===== src/rtl/cga_video_dac_if.sv =====
// Pixel stream, palette write port and registered RGB/sync outputs of the CGA output stage.
interface cga_video_dac_if #(
  parameter int OUT_W = 6
);
  logic               pix_en;
  logic [3:0]         video;
  logic               blank;
  logic               hsync;
  logic               vsync;
  logic [1:0]         mode;
  logic               pal_we;
  logic [3:0]         pal_addr;
  logic [3*OUT_W-1:0] pal_data;
  logic [OUT_W-1:0]   red;
  logic [OUT_W-1:0]   green;
  logic [OUT_W-1:0]   blue;
  logic               hsync_out;
  logic               vsync_out;
  logic               de_out;

  modport master (
    output pix_en, video, blank, hsync, vsync, mode, pal_we, pal_addr, pal_data,
    input  red, green, blue, hsync_out, vsync_out, de_out
  );

  modport slave (
    input  pix_en, video, blank, hsync, vsync, mode, pal_we, pal_addr, pal_data,
    output red, green, blue, hsync_out, vsync_out, de_out
  );
endinterface


===== src/rtl/cga_video_dac.sv =====
// CGA RGBI to RGB output stage: palette, composite artifact colour or mono green,
// with a fixed 3-strobe pipeline so downstream timing never depends on mode.
module cga_video_dac #(
  parameter int OUT_W      = 6,
  parameter int TAPS       = 8,
  parameter int LUMA_HI    = 21,
  parameter int CHROMA_AMP = 50
) (
  input logic            clk,
  input logic            reset_n,
  cga_video_dac_if.slave vif
);
  localparam int PW    = 3*OUT_W;
  localparam int LOG2T = $clog2(TAPS);
  localparam int SW    = 10;
  localparam int PRW   = 18;
  localparam logic [SW-1:0] LUMA_V   = SW'(LUMA_HI);
  localparam logic [SW-1:0] CHROMA_V = SW'(CHROMA_AMP);

  function automatic logic [OUT_W-1:0] scale6(input logic [5:0] v);
    logic [7:0] w;
    w = {v, 2'b00};
    return w[7 -: OUT_W];
  endfunction

  // Standard CGA colours; entry 6 uses half green to give brown instead of dark yellow.
  function automatic logic [PW-1:0] pal_default(input logic [3:0] idx);
    logic [5:0] lo, r, g, b;
    lo = idx[3] ? 6'h15 : 6'h00;
    r  = lo + (idx[2] ? 6'h2A : 6'h00);
    g  = (idx == 4'h6) ? 6'h15 : lo + (idx[1] ? 6'h2A : 6'h00);
    b  = lo + (idx[0] ? 6'h2A : 6'h00);
    return {scale6(b), scale6(g), scale6(r)};
  endfunction

  function automatic logic [7:0] mask_row(input logic [2:0] idx);
    logic [7:0] m;
    case (idx)
      3'd0: m = 8'h00;  3'd1: m = 8'h0F;  3'd2: m = 8'h1E;  3'd3: m = 8'h3C;
      3'd4: m = 8'hF0;  3'd5: m = 8'hE1;  3'd6: m = 8'h78;  default: m = 8'hFF;
    endcase
    return m;
  endfunction

  function automatic logic signed [7:0] cos_at(input logic [2:0] p);
    logic signed [7:0] c;
    case (p)
      3'd0: c = 8'sd16;   3'd1: c = 8'sd53;   3'd2: c = 8'sd64;   3'd3: c = 8'sd36;
      3'd4: c = -8'sd8;   3'd5: c = -8'sd50;  3'd6: c = -8'sd32;  default: c = -8'sd45;
    endcase
    return c;
  endfunction

  function automatic logic signed [7:0] sin_at(input logic [2:0] p);
    logic signed [7:0] s;
    case (p)
      3'd0: s = -8'sd64;  3'd1: s = -8'sd32;  3'd2: s = 8'sd12;   3'd3: s = 8'sd51;
      3'd4: s = 8'sd64;   3'd5: s = 8'sd40;   3'd6: s = 8'sd0;    default: s = -8'sd30;
    endcase
    return s;
  endfunction

  function automatic logic [7:0] clamp8(input logic signed [21:0] x);
    if (x < 0) return 8'd0;
    if (x > 22'sd255) return 8'hFF;
    return x[7:0];
  endfunction

  logic [PW-1:0]         pal_q [16], pal_d [16];
  logic [2:0]            p_q, p_d;
  logic [LOG2T-1:0]      ptr_q, ptr_d;
  logic [SW-1:0]         hy_q [TAPS], hy_d [TAPS];
  logic signed [PRW-1:0] hi_q [TAPS], hi_d [TAPS];
  logic signed [PRW-1:0] hq_q [TAPS], hq_d [TAPS];
  logic signed [19:0]    sy_q, sy_d, si_q, si_d, sq_q, sq_d;
  logic [3:0]            v1_q, v1_d;
  logic                  blank1_q, blank1_d, hs1_q, hs1_d, vs1_q, vs1_d;
  logic [1:0]            mode1_q, mode1_d;
  logic [PW-1:0]         pal1_q, pal1_d;
  logic [OUT_W-1:0]      r2_q, r2_d, g2_q, g2_d, b2_q, b2_d;
  logic                  hs2_q, hs2_d, vs2_q, vs2_d;
  logic [OUT_W-1:0]      red_q, red_d, green_q, green_d, blue_q, blue_d;
  logic                  hso_q, hso_d, vso_q, vso_d, de_q, de_d;

  logic                  hs_rise;
  logic [7:0]            mask_w;
  logic [SW-1:0]         s_new;
  logic signed [PRW-1:0] i_new, q_new;
  logic signed [19:0]    y_w, i_w, q_w;
  logic signed [21:0]    cr, cg, cb;
  logic [7:0]            comp_r, comp_g, comp_b, mono;

  always_comb begin
    pal_d = pal_q;
    if (vif.pal_we) pal_d[vif.pal_addr] = vif.pal_data;

    hs_rise = vif.hsync & ~hs1_q;
    mask_w  = mask_row(vif.video[2:0]);
    s_new   = '0;
    if (!vif.blank) begin
      if (vif.video[3]) s_new = s_new + LUMA_V;
      if (mask_w[p_q])  s_new = s_new + CHROMA_V;
    end
    i_new = PRW'($signed({1'b0, s_new})) * PRW'(cos_at(p_q));
    q_new = PRW'($signed({1'b0, s_new})) * PRW'(sin_at(p_q));

    // Composite decode reads the sums left by the pixel now sitting in stage 1.
    y_w    = sy_q >>> (LOG2T-2);
    i_w    = si_q >>> (LOG2T-1);
    q_w    = sq_q >>> (LOG2T-1);
    cr     = 22'(y_w) + 22'(i_w >>> 5) + 22'(q_w >>> 6);
    cg     = 22'(y_w) - 22'(i_w >>> 7) - 22'(q_w >>> 6);
    cb     = 22'(y_w) - 22'(i_w >>> 5) + 22'(q_w >>> 4);
    comp_r = clamp8(cr);
    comp_g = clamp8(cg);
    comp_b = clamp8(cb);
    mono   = (v1_q == 4'h0) ? 8'h00 : (!v1_q[3] ? 8'h55 : 8'hFF);

    p_d = p_q;   ptr_d = ptr_q;
    hy_d = hy_q; hi_d = hi_q; hq_d = hq_q;
    sy_d = sy_q; si_d = si_q; sq_d = sq_q;
    v1_d = v1_q; blank1_d = blank1_q; hs1_d = hs1_q; vs1_d = vs1_q;
    mode1_d = mode1_q; pal1_d = pal1_q;
    r2_d = r2_q; g2_d = g2_q; b2_d = b2_q; hs2_d = hs2_q; vs2_d = vs2_q;
    red_d = red_q; green_d = green_q; blue_d = blue_q; hso_d = hso_q; vso_d = vso_q;
    de_d = vif.pix_en;

    if (vif.pix_en) begin
      if (hs_rise) begin
        p_d   = '0;
        ptr_d = '0;
        sy_d  = '0; si_d = '0; sq_d = '0;
        for (int t = 0; t < TAPS; t++) begin
          hy_d[t] = '0; hi_d[t] = '0; hq_d[t] = '0;
        end
      end else begin
        sy_d = sy_q + 20'(s_new) - 20'(hy_q[ptr_q]);
        si_d = si_q + 20'(i_new) - 20'(hi_q[ptr_q]);
        sq_d = sq_q + 20'(q_new) - 20'(hq_q[ptr_q]);
        hy_d[ptr_q] = s_new;
        hi_d[ptr_q] = i_new;
        hq_d[ptr_q] = q_new;
        p_d   = p_q + 3'd1;
        ptr_d = ptr_q + LOG2T'(1);
      end

      v1_d     = vif.video;
      blank1_d = vif.blank;
      hs1_d    = vif.hsync;
      vs1_d    = vif.vsync;
      mode1_d  = (vif.mode == 2'b11) ? 2'b00 : vif.mode;
      pal1_d   = pal_q[vif.video];

      case (mode1_q)
        2'b01:   begin r2_d = comp_r[7 -: OUT_W]; g2_d = comp_g[7 -: OUT_W]; b2_d = comp_b[7 -: OUT_W]; end
        2'b10:   begin r2_d = '0; g2_d = mono[7 -: OUT_W]; b2_d = '0; end
        default: begin r2_d = pal1_q[OUT_W-1:0]; g2_d = pal1_q[2*OUT_W-1:OUT_W]; b2_d = pal1_q[PW-1:2*OUT_W]; end
      endcase
      if (blank1_q) begin
        r2_d = '0; g2_d = '0; b2_d = '0;
      end
      hs2_d = hs1_q;
      vs2_d = vs1_q;

      red_d = r2_q; green_d = g2_q; blue_d = b2_q;
      hso_d = hs2_q; vso_d = vs2_q;
    end
  end

  always_ff @(posedge clk or negedge reset_n) begin
    if (!reset_n) begin
      for (int i = 0; i < 16; i++) pal_q[i] <= pal_default(4'(i));
      for (int t = 0; t < TAPS; t++) begin
        hy_q[t] <= '0; hi_q[t] <= '0; hq_q[t] <= '0;
      end
      p_q <= '0; ptr_q <= '0;
      sy_q <= '0; si_q <= '0; sq_q <= '0;
      v1_q <= '0; blank1_q <= 1'b0; hs1_q <= 1'b0; vs1_q <= 1'b0;
      mode1_q <= '0; pal1_q <= '0;
      r2_q <= '0; g2_q <= '0; b2_q <= '0; hs2_q <= 1'b0; vs2_q <= 1'b0;
      red_q <= '0; green_q <= '0; blue_q <= '0;
      hso_q <= 1'b0; vso_q <= 1'b0; de_q <= 1'b0;
    end else begin
      pal_q <= pal_d;
      hy_q <= hy_d; hi_q <= hi_d; hq_q <= hq_d;
      p_q <= p_d; ptr_q <= ptr_d;
      sy_q <= sy_d; si_q <= si_d; sq_q <= sq_d;
      v1_q <= v1_d; blank1_q <= blank1_d; hs1_q <= hs1_d; vs1_q <= vs1_d;
      mode1_q <= mode1_d; pal1_q <= pal1_d;
      r2_q <= r2_d; g2_q <= g2_d; b2_q <= b2_d; hs2_q <= hs2_d; vs2_q <= vs2_d;
      red_q <= red_d; green_q <= green_d; blue_q <= blue_d;
      hso_q <= hso_d; vso_q <= vso_d; de_q <= de_d;
    end
  end

  assign vif.red       = red_q;
  assign vif.green     = green_q;
  assign vif.blue      = blue_q;
  assign vif.hsync_out = hso_q;
  assign vif.vsync_out = vso_q;
  assign vif.de_out    = de_q;
endmodule


===== src/flat_wrapper.sv =====
// flat-port wrapper written by rule: the top's interface ports become plain ports
module cga_video_dac_flat 
#(
  parameter int OUT_W      = 6,
  parameter int TAPS       = 8,
  parameter int LUMA_HI    = 21,
  parameter int CHROMA_AMP = 50
)
  (clk, reset_n, vif_pix_en, vif_video, vif_blank, vif_hsync, vif_vsync, vif_mode, vif_pal_we, vif_pal_addr, vif_pal_data, vif_red, vif_green, vif_blue, vif_hsync_out, vif_vsync_out, vif_de_out);
  cga_video_dac_if #(.OUT_W(OUT_W)) vif_i ();
  input logic clk;
  input logic reset_n;
  input wire logic [$bits(vif_i.pix_en)-1:0] vif_pix_en;
  input wire logic [$bits(vif_i.video)-1:0] vif_video;
  input wire logic [$bits(vif_i.blank)-1:0] vif_blank;
  input wire logic [$bits(vif_i.hsync)-1:0] vif_hsync;
  input wire logic [$bits(vif_i.vsync)-1:0] vif_vsync;
  input wire logic [$bits(vif_i.mode)-1:0] vif_mode;
  input wire logic [$bits(vif_i.pal_we)-1:0] vif_pal_we;
  input wire logic [$bits(vif_i.pal_addr)-1:0] vif_pal_addr;
  input wire logic [$bits(vif_i.pal_data)-1:0] vif_pal_data;
  output wire logic [$bits(vif_i.red)-1:0] vif_red;
  output wire logic [$bits(vif_i.green)-1:0] vif_green;
  output wire logic [$bits(vif_i.blue)-1:0] vif_blue;
  output wire logic [$bits(vif_i.hsync_out)-1:0] vif_hsync_out;
  output wire logic [$bits(vif_i.vsync_out)-1:0] vif_vsync_out;
  output wire logic [$bits(vif_i.de_out)-1:0] vif_de_out;
  assign vif_i.pix_en = vif_pix_en;
  assign vif_i.video = vif_video;
  assign vif_i.blank = vif_blank;
  assign vif_i.hsync = vif_hsync;
  assign vif_i.vsync = vif_vsync;
  assign vif_i.mode = vif_mode;
  assign vif_i.pal_we = vif_pal_we;
  assign vif_i.pal_addr = vif_pal_addr;
  assign vif_i.pal_data = vif_pal_data;
  assign vif_red = vif_i.red;
  assign vif_green = vif_i.green;
  assign vif_blue = vif_i.blue;
  assign vif_hsync_out = vif_i.hsync_out;
  assign vif_vsync_out = vif_i.vsync_out;
  assign vif_de_out = vif_i.de_out;
  cga_video_dac #(.OUT_W(OUT_W), .TAPS(TAPS), .LUMA_HI(LUMA_HI), .CHROMA_AMP(CHROMA_AMP)) u_core (.clk(clk), .reset_n(reset_n), .vif(vif_i));
endmodule

===== config.mk =====
export PLATFORM = sky130hd
export DESIGN_NAME = cga_video_dac_flat
export DESIGN_NICKNAME = d
export VERILOG_FILES = /design/src/rtl/cga_video_dac_if.sv /design/src/rtl/cga_video_dac.sv /design/src/flat_wrapper.sv
export SDC_FILE = /design/constraint.sdc
export NUM_CORES = 2
export LEC_CHECK = 0
export BUFFER_PORTS_ARGS = -buffer_cell sky130_fd_sc_hd__buf_2
export CORE_ASPECT_RATIO = 0.7
export CORE_MARGIN = 1.5
export CORE_UTILIZATION = 27
export CTS_CLUSTER_DIAMETER = 30
export CTS_CLUSTER_SIZE = 24
export DETAILED_ROUTE_END_ITERATION = 8
export GPL_TIMING_DRIVEN = 0
export PLACE_DENSITY = 0.4
export SETUP_SLACK_MARGIN = 0.4
export SYNTH_ARGS = -nofsm -noshare
export SYNTH_HDL_FRONTEND = slang
export SYNTH_SLANG_ARGS = --single-unit

===== constraint.sdc =====
create_clock -name clk -period 7.8 [get_ports clk]
set_input_delay 0.39 -clock clk [delete_from_list [all_inputs] [get_ports clk]]
set_output_delay 0.39 -clock clk [all_outputs]
set_load 0.02 [all_outputs]

==> impl_metrics.tcl <==
set metrics [dict create \
    outcome "finished, violations left" \
    violations_in_the_final_reports "capacitance limit, setup timing" \
    initial_utilization_pct 27.3 \
    hold_vio_cnt_final 0 \
    timing.final.ws_setup_ns -0.0791 \
    htreeDepth 4 \
    groute.layer.met2.usage_pct 27.3 \
    critical-path-max-stage-delay_ns 0.55 \
    synthCells 3848 \
    reg2reg_slack_ns -0.08 \
    floorplan.die_area_um2 163000 \
    maxClockFrequency_ghz 0.127 \
    die_h_um 339 \
    core_region_area_um2 159000 \
    number_of_global_route_vias_before_repair 34100 \
    number_of_synthesized_register_bits 750 \
    cts_root_buffer "sky130_fd_sc_hd__clkbuf_16" \
    vias 33300 \
    remaining_drc_errors 0 \
    finish.net_count 4616 \
    worst_skew_pair.late_latency_ns 0.80 \
    last_weighted_congestion_value_of_the_routability_driven_placer 0.856 \
    path_max_fanout 10 \
    wl_mm 168 \
    finalWorstPathRequiredPeriod_ns 7.88 \
    synth.distinct_cells 70 \
    globalRouteTotalUtil_pct 20.6 \
    layout_worst_path_cycle_share_pct 101 \
    worstHoldPathType "input port to register" \
    timing.max_cap.violations 1 \
    ys.flop_type "sky130_fd_sc_hd__dfrtp_1" \
    clk_pin_slew_ns 0.05 \
    grt_pass1_wl_mm 247 \
    ys_top_cells_by_area "sky130_fd_sc_hd__dfrtp_1 35%, sky130_fd_sc_hd__dfstp_2 8.7%, sky130_fd_sc_hd__mux2_2 8.4%" \
    fin_worst_skew_ns 0.0501 \
    worst_path_max_delay_cell "sky130_fd_sc_hd__fa_2" \
    grt-ovfl-total 0 \
    average_cell_area_after_synthesis_um2 11.3 \
    pin_count_of_the_biggest_net_entering_global_routing 117 \
    routed_via_density 5.16 \
    antenna_found_initial 9 \
    criticalPathCategory "register to register" \
    slew_headroom_pct 0.375 \
    num_io_pins 56 \
    first_pass_iters 6 \
    drive_above_1_share_pct 28.0 \
    post_synth_net_total 4270 \
    synth_edf_count 0 \
    rows 122 \
    drt-initial-drc-count 2700 \
    cts.path.max_buffers 3 \
    cts_num_sinks 750 \
    grt_setup_unrepaired "yes" \
    synth.yosys.warnings 0 \
    cts_made_buffers 164 \
    yosysSeqAreaShare_pct 43.6 \
    placedCellCount 6026 \
    fraction_of_met1_tracks_used_by_global_routing_pct 33.1 \
    detailedPlace.worstSlack_ns -2.43 \
    detailedPlacementHpwl_mm 119 \
    tritoncts_clock_tree "yes" \
    post-synth-top-area-fraction_pct 34.9 \
    critical_path_arrival_ns 8.54 \
    area.growth.synth_to_final_pct 27.0 \
    total_standard_cell_area_after_synthesis_um2 43400 \
    filler_free_cell_count_of_the_finished_design 6444 \
    gr-usage-met3_pct 4.46 \
    worst_slew_pin_slew_ns 1.49 \
    setup.worst_path.start_class "register" \
    postSynth.asyncResetShare_pct 100 \
    die_width_um 482 \
    timing.hold.ws_ns 0.0808 \
    timing.critical_path.to_type "register" \
    drtAntennaViolNets 0 \
    busiest_layer "met1" \
    route.detailed.wl_per_inst_um 26.0 \
    worst_ep_required_time_ns 8.46 \
    final_setup_violations 2 \
    post-synth-top-area-cell "sky130_fd_sc_hd__dfrtp_1" \
    io_buffers 54 \
    timing_max_transition_violations_final 0 \
]
-- worst paths after layout --
kind	depth (start not counted)	to	start
min reg2reg	2	u_core.hi_q[58]	u_core.hi_q[58]
min	3	u_core.hy_q[66]	vif_blank
max	37	u_core.sq_q[19]	u_core.p_q[0]
max in group asynchronous	5	u_core.vif.vsync_out	reset_n
max reg2reg	37	u_core.sq_q[19]	u_core.p_q[0]
min in group asynchronous	2	u_core.hi_q[92]	reset_n
-- worst max-delay path, delay by kind of cell (launching register included) --
kind                     cells  cell delay, ns
flip-flops                   1            0.44
buffers and inverters       10            1.07
XOR/XNOR                     1            0.26
AND/OR/NAND/NOR              9            0.95
AO/OA/AOI/OAI               10            2.06
adder cells (fa/ha/maj)      7            2.98
-- logic make-up after synthesis --
group,synth area share [%]
XOR/XNOR,1.82
adder cells (fa/ha/maj),13.7
buffers and inverters,4.35
flip-flops,43.6
multiplexers,13.1
AO/OA/AOI/OAI,15.7
AND/OR/NAND/NOR,7.63
-- through the flow --
step | instance area, um2 | setup TNS (ns) | utilization, %
after global placement | 46600 | -7829.89 | 29.3
final | 55100 | -0.151 | 34.7
after detailed placement | 47000 | -37.66 | 29.6
after global routing | 55100 | -0.839 | 34.7
after CTS | 54600 | 0 | 34.3
after floorplan | 43700 | 0 | -
-- Yosys cell counts (85+ instances only) --
master / count
sky130_fd_sc_hd__mux4_2: 85
sky130_fd_sc_hd__fa_1: 150
sky130_fd_sc_hd__inv_1: 284
sky130_fd_sc_hd__nand2_1: 302
sky130_fd_sc_hd__a22oi_1: 89
sky130_fd_sc_hd__mux2_2: 324
sky130_fd_sc_hd__a21oi_1: 138
sky130_fd_sc_hd__ha_1: 237
sky130_fd_sc_hd__clkbuf_1: 186
sky130_fd_sc_hd__dfstp_2: 144
sky130_fd_sc_hd__dfrtp_1: 606
sky130_fd_sc_hd__a22o_1: 211
sky130_fd_sc_hd__o21ai_0: 244
sky130_fd_sc_hd__nor2_1: 140
-- what timing repair did --
item,in CTS,in global routing
endpoints found under the hold margin,175,0
resized for setup,183,88
hold buffers,26,0
endpoints found under the setup margin,37,18
cloned,2,0
setup buffers,57,25
pin swaps,90,79
-- layout by cell type, fill, tap and decap left out, types with 38 or more instances in the layout --
cell type                   netlist  layout
sky130_fd_sc_hd__dfrtp_1        606     604
sky130_fd_sc_hd__mux2_2         324     324
sky130_fd_sc_hd__nand2_1        302     293
sky130_fd_sc_hd__inv_1          284     264
sky130_fd_sc_hd__o21ai_0        244     224
sky130_fd_sc_hd__a22o_1         211     211
sky130_fd_sc_hd__ha_1           237     209
sky130_fd_sc_hd__clkbuf_1       186     191
sky130_fd_sc_hd__clkbuf_16        0     170
sky130_fd_sc_hd__fa_1           150     145
sky130_fd_sc_hd__dfstp_2        144     144
sky130_fd_sc_hd__nor2_1         140     119
sky130_fd_sc_hd__a21oi_1        138     115
sky130_fd_sc_hd__a22oi_1         89      89
sky130_fd_sc_hd__mux4_2          85      85
sky130_fd_sc_hd__buf_4            0      69
sky130_fd_sc_hd__and3_1          61      60
sky130_fd_sc_hd__buf_2            5      59
sky130_fd_sc_hd__a21o_1          42      41
sky130_fd_sc_hd__nand3_1         46      41
sky130_fd_sc_hd__a221oi_1        41      41
sky130_fd_sc_hd__o22ai_1         40      40
sky130_fd_sc_hd__xnor2_1         57      38
-- sequential cells by signal (all words and copies together) (netlist names), 18 cells and up --
name / cells
u_core.pal1_q: 18
u_core.si_q: 20
u_core.sy_q: 20
u_core.hy_q: 40
u_core.hi_q: 144
u_core.sq_q: 20
u_core.hq_q: 144
u_core.pal_q: 288
-- layer usage --
metal	vias to the layer above	routed length, um
met5	-	0
met3	195	11500
met2	988	66100
met4	0	2820
met1	17400	87100
li1	14700	-
-- layout make-up --
cell class,count,area (um2)
clock buffer,210,4520
clock inverter,97,1320
multi-input combinational,2596,24000
timing repair buffer,181,1680
tap,2108,2640
inverter,286,1100
fill,16000,104000
antenna,1,2.50
buffer,215,975
sequential,750,19000
Power is not shown: default switching activity piles up to over one toggle a cycle in this logic, so the estimate is an artifact.
